`src/rtl/global_avg_pool.sv`:
```
// Global average pooling for one convolution channel: sums LAYER_HEIGHT signed
// fixed-point samples, multiplies by a rounded reciprocal and emits a saturated average.
module global_avg_pool #(
  parameter int LAYER_HEIGHT = 13,
  parameter int WORD_SIZE    = 16,
  parameter int INT_BITS     = 4
) (
  input  logic                 clk_i,
  input  logic                 reset_i,
  input  logic                 wen_i,
  input  logic [WORD_SIZE-1:0] data_i,
  output logic                 full_o,
  output logic                 valid_o,
  output logic [WORD_SIZE-1:0] data_o,
  input  logic                 yumi_i
);

  localparam int FRAC_BITS = WORD_SIZE - INT_BITS;
  localparam int SUM_W     = WORD_SIZE + $clog2(LAYER_HEIGHT);
  localparam int CNT_W     = $clog2(LAYER_HEIGHT);
  localparam int RECIP     = (2**FRAC_BITS + LAYER_HEIGHT/2) / LAYER_HEIGHT;
  // RECIP fits in FRAC_BITS bits, so SUM_W+FRAC_BITS+1 covers the product plus the rounding add.
  localparam int PROD_W    = SUM_W + FRAC_BITS + 1;

  localparam logic signed [PROD_W-1:0] RECIP_S  = PROD_W'(RECIP);
  localparam logic signed [PROD_W-1:0] HALF_LSB = PROD_W'(2**(FRAC_BITS-1));
  localparam logic signed [PROD_W-1:0] SAT_MAX  = PROD_W'(2**(WORD_SIZE-1) - 1);
  localparam logic signed [PROD_W-1:0] SAT_MIN  = -SAT_MAX - PROD_W'(1);

  typedef enum logic [1:0] {ACCUM, CALC, DONE} state_e;

  state_e                    state_q, state_d;
  logic signed [SUM_W-1:0]   acc_q, acc_d;
  logic [CNT_W-1:0]          count_q, count_d;
  logic [WORD_SIZE-1:0]      data_q, data_d;
  logic                      valid_q, valid_d;
  logic                      full_q, full_d;

  logic                      accept;
  logic signed [PROD_W-1:0]  prod;
  logic signed [PROD_W-1:0]  rnd;

  assign accept = wen_i & ~full_q;
  assign prod   = PROD_W'(acc_q) * RECIP_S;
  // Arithmetic shift after adding half an LSB rounds ties toward +inf.
  assign rnd    = (prod + HALF_LSB) >>> FRAC_BITS;

  always_comb begin
    // NOTE: every variable gets a default first so no path leaves it unassigned (no latch).
    state_d = state_q;
    acc_d   = acc_q;
    count_d = count_q;
    data_d  = data_q;

    case (state_q)
      ACCUM: begin
        if (accept) begin
          acc_d = acc_q + SUM_W'($signed(data_i));
          if (count_q == CNT_W'(LAYER_HEIGHT - 1)) begin
            count_d = '0;
            state_d = CALC;
          end else begin
            count_d = count_q + CNT_W'(1);
          end
        end
      end
      CALC: begin
        if (rnd > SAT_MAX)      data_d = SAT_MAX[WORD_SIZE-1:0];
        else if (rnd < SAT_MIN) data_d = SAT_MIN[WORD_SIZE-1:0];
        else                    data_d = rnd[WORD_SIZE-1:0];
        acc_d   = '0;
        state_d = DONE;
      end
      DONE: begin
        if (yumi_i) state_d = ACCUM;
      end
      default: state_d = ACCUM;
    endcase

    // Handshake outputs are registered copies of the next-state decode.
    full_d  = (state_d != ACCUM);
    valid_d = (state_d == DONE);
  end

  // NOTE: sequential state uses non-blocking assignments so all flops update together.
  always_ff @(posedge clk_i) begin
    if (reset_i) begin
      state_q <= ACCUM;
      acc_q   <= '0;
      count_q <= '0;
      data_q  <= '0;
      valid_q <= 1'b0;
      full_q  <= 1'b0;
    end else begin
      state_q <= state_d;
      acc_q   <= acc_d;
      count_q <= count_d;
      data_q  <= data_d;
      valid_q <= valid_d;
      full_q  <= full_d;
    end
  end

  assign full_o  = full_q;
  assign valid_o = valid_q;
  assign data_o  = data_q;

endmodule

```
`config.mk`:
```
export PLATFORM = sky130hd
export DESIGN_NAME = global_avg_pool
export DESIGN_NICKNAME = d
export VERILOG_FILES = /design/src/rtl/global_avg_pool.sv
export SDC_FILE = /design/constraint.sdc
export NUM_CORES = 1
export LEC_CHECK = 0
export CAP_MARGIN = 10
export CORE_MARGIN = 5
export CORE_UTILIZATION = 50
export DETAILED_ROUTE_END_ITERATION = 12
export PLACE_DENSITY = 0.69
export SLEW_MARGIN = 20
export SYNTH_ARGS = -nofsm -noshare
export SYNTH_HDL_FRONTEND = slang
export SYNTH_SLANG_ARGS = --single-unit
```
`constraint.sdc`:
```
create_clock -name clk_i -period 6.19 [get_ports clk_i]
set_clock_uncertainty 0.05 [all_clocks]
set_input_delay 1.238 -clock clk_i [delete_from_list [all_inputs] [get_ports clk_i]]
set_output_delay 1.238 -clock clk_i [all_outputs]
set_load 0.02 [all_outputs]
```
=== After elaboration in Yosys (flattened, before gate mapping) ===
Cells that the tools add are included.

* Logic and storage cells: 33
* Input port bits: 20
* Output and inout bits: 18
* Register bits after elaboration: 44

* Reduce and logical (&&, ||, !) cells: 5
* Bitwise operators: 2
* Multipliers: 1
* Muxes and demuxes: 9
* Eq/ne operators: 5
* Order comparisons: 2
* $add $sub $neg: 3

{| class="wikitable"
|+ Operator list
! cell !! count
|-
| case mux 20 bit (2 select lines) || 1
|-
| 2-to-1 mux 16 bit || 2
|-
| adder 30 x 13 -> 31 bit, second input constant || 1
|-
| multiplier 20 x 10 -> 30 bit, second input constant || 1
|-
| adder 20 x 16 -> 20 bit || 1
|-
| 2-to-1 mux 20 bit || 1
|-
| greater-than comparator 19 x 16 -> 1 bit, second input constant || 1
|-
| < comparator 19 x 16 -> 1 bit, second input constant || 1
|-
| 2-to-1 mux 2 bit || 3
|-
| case mux 2 bit (3 select lines) || 1
|-
| adder 4 x 1 -> 4 bit, second input constant || 1
|-
| equality test 2 bit, second input constant || 2
|-
| equality test 4 bit, second input constant || 1
|-
| 2-to-1 mux 4 bit || 1
|-
| AND reduction 2 bit || 2
|-
| nonzero test 2 bit || 2
|-
| equality test 2 x 1 -> 1 bit, second input constant || 1
|-
| logical NOT 2 bit || 1
|-
| inequality test 2 bit, second input constant || 1
|-
| bitwise AND 1 bit || 1
|-
| NOT 1 bit || 1
|}

=== Longest topological paths before layout ===
Gate-level depths: netlist of run 1.

* Word-level depth: 5
* Mapped depth: 18
* Gate-level depth less buffers: 17

=== Worst setup path before layout of run 1 ===
OpenSTA, ideal clock, no wires.

* Path type: reg2reg
* Start: reg acc_q[19]
* End: reg data_q[9] (netlist: data_o[9])
* Period minus slack after synthesis: 4.969 ns
* Setup time: 0.143 ns
* Stages on the path, launching flop included: 18
* Data arrival time: 4.776 ns
* Slack: 1.221 ns
* Cells stage by stage: dfxtp_1 ha_1 fa_1 inv_1 fa_1 fa_1 inv_1 fa_1 inv_1 ha_1 nand3_1 a31oi_1 o41ai_1 nand2b_1 o2111ai_2 a21oi_4 buf_6 a211oi_1

* Cells in the longest elaborated chain, start to end: 5
* Elaborated cells between the ends (all ways): 6

{| class="wikitable"
|+ RTL lines
! what !! RTL line !! source
|-
| start, declared || 33 || <nowiki>logic signed [SUM_W-1:0] acc_q, acc_d;</nowiki>
|-
| start signal, assigned || 89 || <nowiki>acc_q <= '0;</nowiki>
|-
| start signal, assigned || 96 || <nowiki>acc_q <= acc_d;</nowiki>
|-
| multiplier 20 x 10 -> 30 bit (*) || 44 || <nowiki>assign prod = PROD_W'(acc_q) * RECIP_S;</nowiki>
|-
| adder 30 x 13 -> 31 bit (*) || 46 || <nowiki>assign rnd = (prod + HALF_LSB) >>> FRAC_BITS;</nowiki>
|-
| < comparator 19 x 16 -> 1 bit || 69 || <nowiki>else if (rnd < SAT_MIN) data_d = SAT_MIN[WORD_SIZE-1:0];</nowiki>
|-
| 2-to-1 mux 16 bit || 69 ||
|-
| 2-to-1 mux 16 bit (*) || 68 || <nowiki>if (rnd > SAT_MAX) data_d = SAT_MAX[WORD_SIZE-1:0];</nowiki>
|-
| end signal, assigned || 98 || <nowiki>data_q <= data_d;</nowiki>
|-
| end, declared || 35 || <nowiki>logic [WORD_SIZE-1:0] data_q, data_d;</nowiki>
|}

Mark *: on every way between the ends. The rest lies on a longest branch, timed or not.
A chain may end at the register's enable or synchronous reset.

=== Worst setup path in the final report of run 1 ===
* Start: reg acc_q[19]
* End: reg data_q[2] (netlist: data_o[2])

Same word-level chain as after synthesis.

==> flow_metrics.env, run 1 <==
export IMPL_crit_chain="ha_1, fa_1, inv_1, fa_1, fa_1, inv_1, fa_1, inv_1, ha_1, nand2_1, a31oi_1, o41ai_1, nand2b_1, o2111ai_2, a21oi_4, a211oi_1"
export IMPL_synthFlopType="dfxtp_1"
export IMPL_synth_top_area_share=0.237
export IMPL_nets=1044
export IMPL_grt_first_pass_wirelength_um=26000
export IMPL_antenna_found_initial=0
export IMPL_nFillCells=1209
export IMPL_crit_type="flop to flop"
export IMPL_cp_data_required_time_ps=6300
export IMPL_area_growth_pct=9.97
export IMPL_path_buf_inv=3
export IMPL_clkTransAtPathRegs_ps=70
export IMPL_core_area_mm2=0.0133
export IMPL_grt_pass1_vias=5530
export IMPL_mostFrequentLayoutCells="200 x inv_1, 130 x ha_1, 75 x fa_1, 44 x dfxtp_1, 40 x a21oi_1"
export IMPL_die_area_mm2=0.0162
export IMPL_ir_drop_mv=0.178
export IMPL_arrival_ps=5640
export IMPL_cpMostUsedCell="fa_1"
export IMPL_crit_family="adder cells"
export IMPL_htree_levels=2
export IMPL_timing_final_ws_setup_ps=658
export IMPL_grt_total_usage=0.193
export IMPL_synth_edf_count=0
export IMPL_routed_wl_um=14800
export IMPL_firstDrtPassIters=4
export IMPL_synthTopCellsByArea="ha_1 24%, fa_1 22%, dfxtp_1 13%, inv_1 11%, a21oi_1 2.9%"
export IMPL_synth_cell_types=65
export IMPL_p_sw_frac=0.519
export IMPL_portBuffers=37
export IMPL_yosysSeqAreaShare=0.128
export IMPL_p_clk_frac=0.099
export IMPL_die_x_um=127
export IMPL_cts_sinks=44
export IMPL_yosysTopAreaCell="ha_1"
export IMPL_cts_tree="yes"
export IMPL_chipHeight_um=127
export IMPL_grt_start_max_net_pins=52
export IMPL_antennaDiodeCount=0
export IMPL_clk_latency_ps=300
export IMPL_path_max_fanout=16
export IMPL_cpMaxStageDelayCell="dfxtp_1"
export IMPL_setup_tns_ps=0
export IMPL_final_hold_worst_slack_ps=415
export IMPL_p_switching_mw=1.43
export IMPL_end_kind="flop"
export IMPL_worst_pin_slew_ps=713
export IMPL_grt_overflow_total=0
export IMPL_power_density_mw_per_mm2=365
export IMPL_syn_instance_count=786
export IMPL_wl_per_cell_um=14.9
export IMPL_comb_power_share=0.772
export IMPL_rsz0062_at_grt="no"
export IMPL_finalSetupViolCount=0
export IMPL_cts_root_buf="clkbuf_16"
export IMPL_rows=42
export IMPL_vias_per_cell=5.35
export IMPL_num_vias=5323
export IMPL_p_seq_frac=0.129
export IMPL_avgSynthCellArea_um2=8.75
export IMPL_pre_cts_ws_ps=658
export IMPL_boundaryPins=38
export IMPL_max_cap_violations=0
export IMPL_syn_num_nets=1011
export IMPL_run_status="complete, no violations"
export IMPL_drt_drc_violations_left=0
export IMPL_clockBufferDepth=2
export IMPL_finalCriticalPeriod_ps=5530
export IMPL_cts_setup_buffers=0
export IMPL_fmax_ghz=0.181
export IMPL_synthesis_area_mm2=0.00688
export IMPL_r2r_start="acc_q[19]"
export IMPL_critPathLaunchType="flop"
export IMPL_ys_seq_elements=44
export IMPL_maxSlewViolCount=0
export IMPL_place_hpwl_um=11900
export IMPL_min_period_over_period=0.894
export IMPL_hold_path_class="flop to flop"
export IMPL_async_flop_share=0
export IMPL_max_stage_delay_ps=710
export IMPL_ctsHoldBuffers=0
export IMPL_place_congestion=0.862
export IMPL_hp_start="data_o[15]"
export IMPL_leakagePower_nw=3.92
export IMPL_finalInstanceArea_mm2=0.00756
export IMPL_postRouteAntennaNets=0
export IMPL_cts_made_buffers=5
export IMPL_power_internal_mw=1.33
export IMPL_final_common_cell="inv_1"
export IMPL_ys_warn_count=0
export IMPL_dpl_instance_area_mm2=0.00742
export IMPL_hold_violations=0
export IMPL_start_util=0.515
export IMPL_dr_first_iter_drc_count=235
export IMPL_relSlewSlack=0.525
export IMPL_cts_resized=0
export IMPL_crit_start="acc_q[19]"
export IMPL_drive_gt1_frac=0.0525
[worst paths after layout]
| path | to | slack (ps) | depth (start not counted) |
|---|---|---|---|
| worst max-delay path | data_o[2] | 660 | 16 |
| worst min-delay path | data_o[15] | 410 | 2 |
| worst max register to register | data_o[2] | 660 | 16 |
| worst min register to register | data_o[15] | 410 | 2 |
[through the flow]
step                instances   util  total power [mW]
finish                    995  0.566              2.76
global route              995  0.566              3.14
CTS                       995  0.566              2.79
detailed placement        988  0.556              2.48
global placement          988  0.556              2.41
floorplan                 786      -              2.04
[metal layers]
metal | vias to the layer above | global-route usage | part of all wire
met5 | - | 0 | 0
met4 | 0 | 0.0410 | 0.0081
met3 | 10 | 0.0263 | 0.043
met2 | 99 | 0.323 | 0.47
met1 | 2546 | 0.269 | 0.48
li1 | 2668 | - | -
[power groups by stage]
| stage | Sequential [mW] | Combinational, mW | Clock (mW) |
|---|---|---|---|
| after floorplan | 0.339 | 1.70 | 0 |
| after CTS | 0.356 | 2.15 | 0.280 |
| after detailed placement | 0.363 | 2.12 | 0 |
| after global placement | 0.361 | 2.05 | 0 |
| final | 0.356 | 2.13 | 0.273 |
| after global routing | 0.361 | 2.49 | 0.291 |
[cells in the mapped netlist (4+ instances only)]
library cell	n
inv_1	200
ha_1	130
fa_1	75
dfxtp_1	44
a21oi_1	40
nand2_1	38
nor2_1	36
nand3_1	27
o21ai_0	25
a211oi_1	12
clkbuf_1	12
nor3_1	11
a21o_1	9
a211oi_2	8
or3_1	8
xnor2_1	7
xor2_1	7
or2_2	5
and3_1	4
nand2b_1	4
nand3b_1	4
nand4_1	4
nor2b_1	4
nor3b_1	4
o211ai_1	4
o31ai_1	4
[state kept, by name, summed over array words and instances, names as in the netlist]
register  flops
state_q       2
full_o        1
count_q       4
acc_q        20
valid_o       1
data_o       16
[cells by family after synthesis]
| group | count (synthesis) | synth area share |
|---|---|---|
| buffers and inverters | 215 | 0.119 |
| adder cells (fa/ha/maj) | 205 | 0.455 |
| AND/OR/NAND/NOR | 165 | 0.128 |
| AO/OA/AOI/OAI | 140 | 0.148 |
| flip-flops | 44 | 0.128 |
| XOR/XNOR | 14 | 0.0178 |
| multiplexers | 3 | 0.00455 |
[cell type report]
class | count | area, µm² | share of cell area
multi-input cells | 527 | 5180 | 0.685
flip-flops and latches | 44 | 881 | 0.116
inverters | 200 | 751 | 0.0993
repair buffers | 41 | 395 | 0.0523
well taps | 176 | 220 | 0.0291
clock buffers | 5 | 125 | 0.0165
clock inverters | 2 | 12.5 | 0.00165
[worst reg2reg max path, cell delays in order (launching register included)]
cell       delay (ps)
dfxtp_1           710
ha_1              380
fa_1              540
inv_1              50
fa_1              460
fa_1              540
inv_1              50
fa_1              530
inv_1              40
ha_1              360
nand2_1           130
a31oi_1           100
o41ai_1           320
nand2b_1          290
o2111ai_2         190
a21oi_4           490
a211oi_1          150
Power figures use the tool's default switching activity.
==> run 2, diff against run 1 <==
--- a/config.mk
+++ b/config.mk
@@ -8,7 +8,7 @@
 export CAP_MARGIN = 10
 export CORE_MARGIN = 5
-export CORE_UTILIZATION = 50
+export CORE_UTILIZATION = 47
 export DETAILED_ROUTE_END_ITERATION = 12
-export PLACE_DENSITY = 0.69
+export PLACE_DENSITY = 0.65
 export SLEW_MARGIN = 20
 export SYNTH_ARGS = -nofsm -noshare
--- a/constraint.sdc
+++ b/constraint.sdc
@@ -3,3 +3,3 @@
 set_input_delay 1.238 -clock clk_i [delete_from_list [all_inputs] [get_ports clk_i]]
 set_output_delay 1.238 -clock clk_i [all_outputs]
-set_load 0.02 [all_outputs]
+set_load 0.005 [all_outputs]
==> flow_metrics.env, run 2 (same netlist as run 1, synthesis figures left out) <==
export IMPL_worst_pin_slew_ps=1060
export IMPL_chipHeight_um=131
export IMPL_finalCriticalPeriod_ps=5530
export IMPL_crit_chain="ha_1, inv_1, fa_1, inv_1, fa_1, fa_1, inv_1, fa_1, inv_1, ha_1, a21o_1, a21o_1, a221oi_4, a211o_4, o2111ai_2, a21oi_4, a211oi_1"
export IMPL_hold_violations=0
export IMPL_place_congestion=0.835
export IMPL_die_area_mm2=0.0171
export IMPL_cpMaxStageDelayCell="dfxtp_1"
export IMPL_mostFrequentLayoutCells="200 x inv_1, 130 x ha_1, 75 x fa_1, 44 x dfxtp_1, 40 x a21oi_1"
export IMPL_largest_reg_flops=20
export IMPL_top_register="acc_q"
export IMPL_holdPathEnd="data_o[15]"
export IMPL_routed_wl_um=14400
export IMPL_antennaDiodeCount=0
export IMPL_path_max_fanout=15
export IMPL_cts_sinks=44
export IMPL_end_kind="flop"
export IMPL_nets=1042
export IMPL_p_total_mw=2.78
export IMPL_holdPathStages=2
export IMPL_cts_made_buffers=5
export IMPL_cts_setup_buffers=0
export IMPL_final_common_cell="inv_1"
export IMPL_postRouteAntennaNets=0
export IMPL_rsz0062_at_grt="no"
export IMPL_min_period_over_period=0.893
export IMPL_max_cap_violations=0
export IMPL_boundaryPins=38
export IMPL_rows=44
export IMPL_place_hpwl_um=11800
export IMPL_clk_latency_ps=300
export IMPL_r2r_start="acc_q[13]"
export IMPL_maxSlewViolCount=0
export IMPL_arrival_ps=5620
export IMPL_setup_tns_ps=0
export IMPL_power_density_mw_per_mm2=366
export IMPL_grt_overflow_total=0
export IMPL_max_stage_delay_ps=610
export IMPL_ff2ff_path_depth=17
export IMPL_firstDrtPassIters=4
export IMPL_cts_resized=0
export IMPL_clockBufferDepth=2
export IMPL_htree_levels=2
export IMPL_wl_per_cell_um=14.4
export IMPL_drt_drc_violations_left=0
export IMPL_multi_input_area_mm2=0.00518
export IMPL_finalInstanceArea_mm2=0.00759
export IMPL_fmax_ghz=0.181
export IMPL_grt_first_pass_wirelength_um=24900
export IMPL_seq_area_um2=881
export IMPL_portBuffers=37
export IMPL_drive_gt1_frac=0.0513
export IMPL_die_x_um=131
export IMPL_hp_start="data_o[15]"
export IMPL_dpl_instance_area_mm2=0.00742
export IMPL_cts_tree="yes"
export IMPL_finalSetupViolCount=0
export IMPL_placedCellCount=994
export IMPL_core_area_mm2=0.0144
export IMPL_cp_data_required_time_ps=6280
export IMPL_grt_pass1_vias=5318
export IMPL_run_status="complete, no violations"
export IMPL_nFillCells=1345
export IMPL_crit_reg2reg_capture="data_o[4]"
export IMPL_crit_type="flop to flop"
export IMPL_dr_first_iter_drc_count=210
export IMPL_start_util=0.477
export IMPL_antenna_found_initial=0
export IMPL_r2r_slack_ps=660
export IMPL_grt_start_max_net_pins=52
export IMPL_num_vias=5239
export IMPL_grt_total_usage=0.179
export IMPL_layout_cells_non_filler=1002
export IMPL_ctsHoldBuffers=0
export IMPL_relSlewSlack=0.293
export IMPL_leakagePower_nw=3.93
export IMPL_area_growth_pct=10.4
export IMPL_hold_path_class="flop to flop"
export IMPL_clkTransAtPathRegs_ps=70
export IMPL_critPathLaunchType="flop"
export IMPL_vias_per_cell=5.23
export IMPL_cts_root_buf="clkbuf_16"
export IMPL_ir_drop_mv=0.188
run 2: critical path: cells and delay by family (launching register included):
kind	cells	cell delay, ps
adder cells (fa/ha/maj)	6	2590
AO/OA/AOI/OAI	7	1840
flip-flops	1	610
buffers and inverters	4	250
run 2: cell type report:
| class | count | share of cell area |
|---|---|---|
| repair buffers | 39 | 0.0501 |
| flip-flops and latches | 44 | 0.116 |
| clock buffers | 5 | 0.0165 |
| clock inverters | 3 | 0.00610 |
| inverters | 200 | 0.0989 |
| well taps | 184 | 0.0303 |
| multi-input cells | 527 | 0.682 |
run 2: per-layer routing:
metal	vias to the layer above	wire (µm)	track usage
li1	2662	-	-
met1	2482	7130	0.255
met2	83	6590	0.288
met3	12	526	0.0268
met4	0	156	0.0417
met5	-	0	0
run 2: metrics by stage:
stage,hold slack [ps],setup WS [ps],utilization
6_report,416,662,0.526
5_1_grt,436,278,0.526
4_1_cts,414,610,0.526
3_5_place_dp,402,650,0.514
3_3_place_gp,397,734,0.514
2_1_floorplan,398,1220,-
run 2: worst max path at each step:
stage	cells past startpoint	end	start	slack, ps
floorplan	17	data_o[9]	acc_q[19]	1220
global placement	17	data_o[3]	acc_q[13]	730
detailed placement	17	data_o[4]	acc_q[13]	650
CTS	17	data_o[4]	acc_q[13]	610
global route	16	data_o[4]	acc_q[19]	280
finish	17	data_o[4]	acc_q[13]	660
run 2: power by group:
part           leakage, nW  total, mW  internal, mW  switching [mW]
Combinational         3.49       2.10         0.874            1.23
Clock               0.0804      0.326         0.192           0.134
Sequential           0.359      0.355         0.301          0.0540
Total                 3.93       2.78          1.37            1.41
==> run 3, diff against run 2 <==
Settings changed: ABC_AREA from default to 0, CAP_MARGIN 10 to 20.
==> results of run 3 <==
The final DEF is identical to that of run 2; final timing and power are the same.
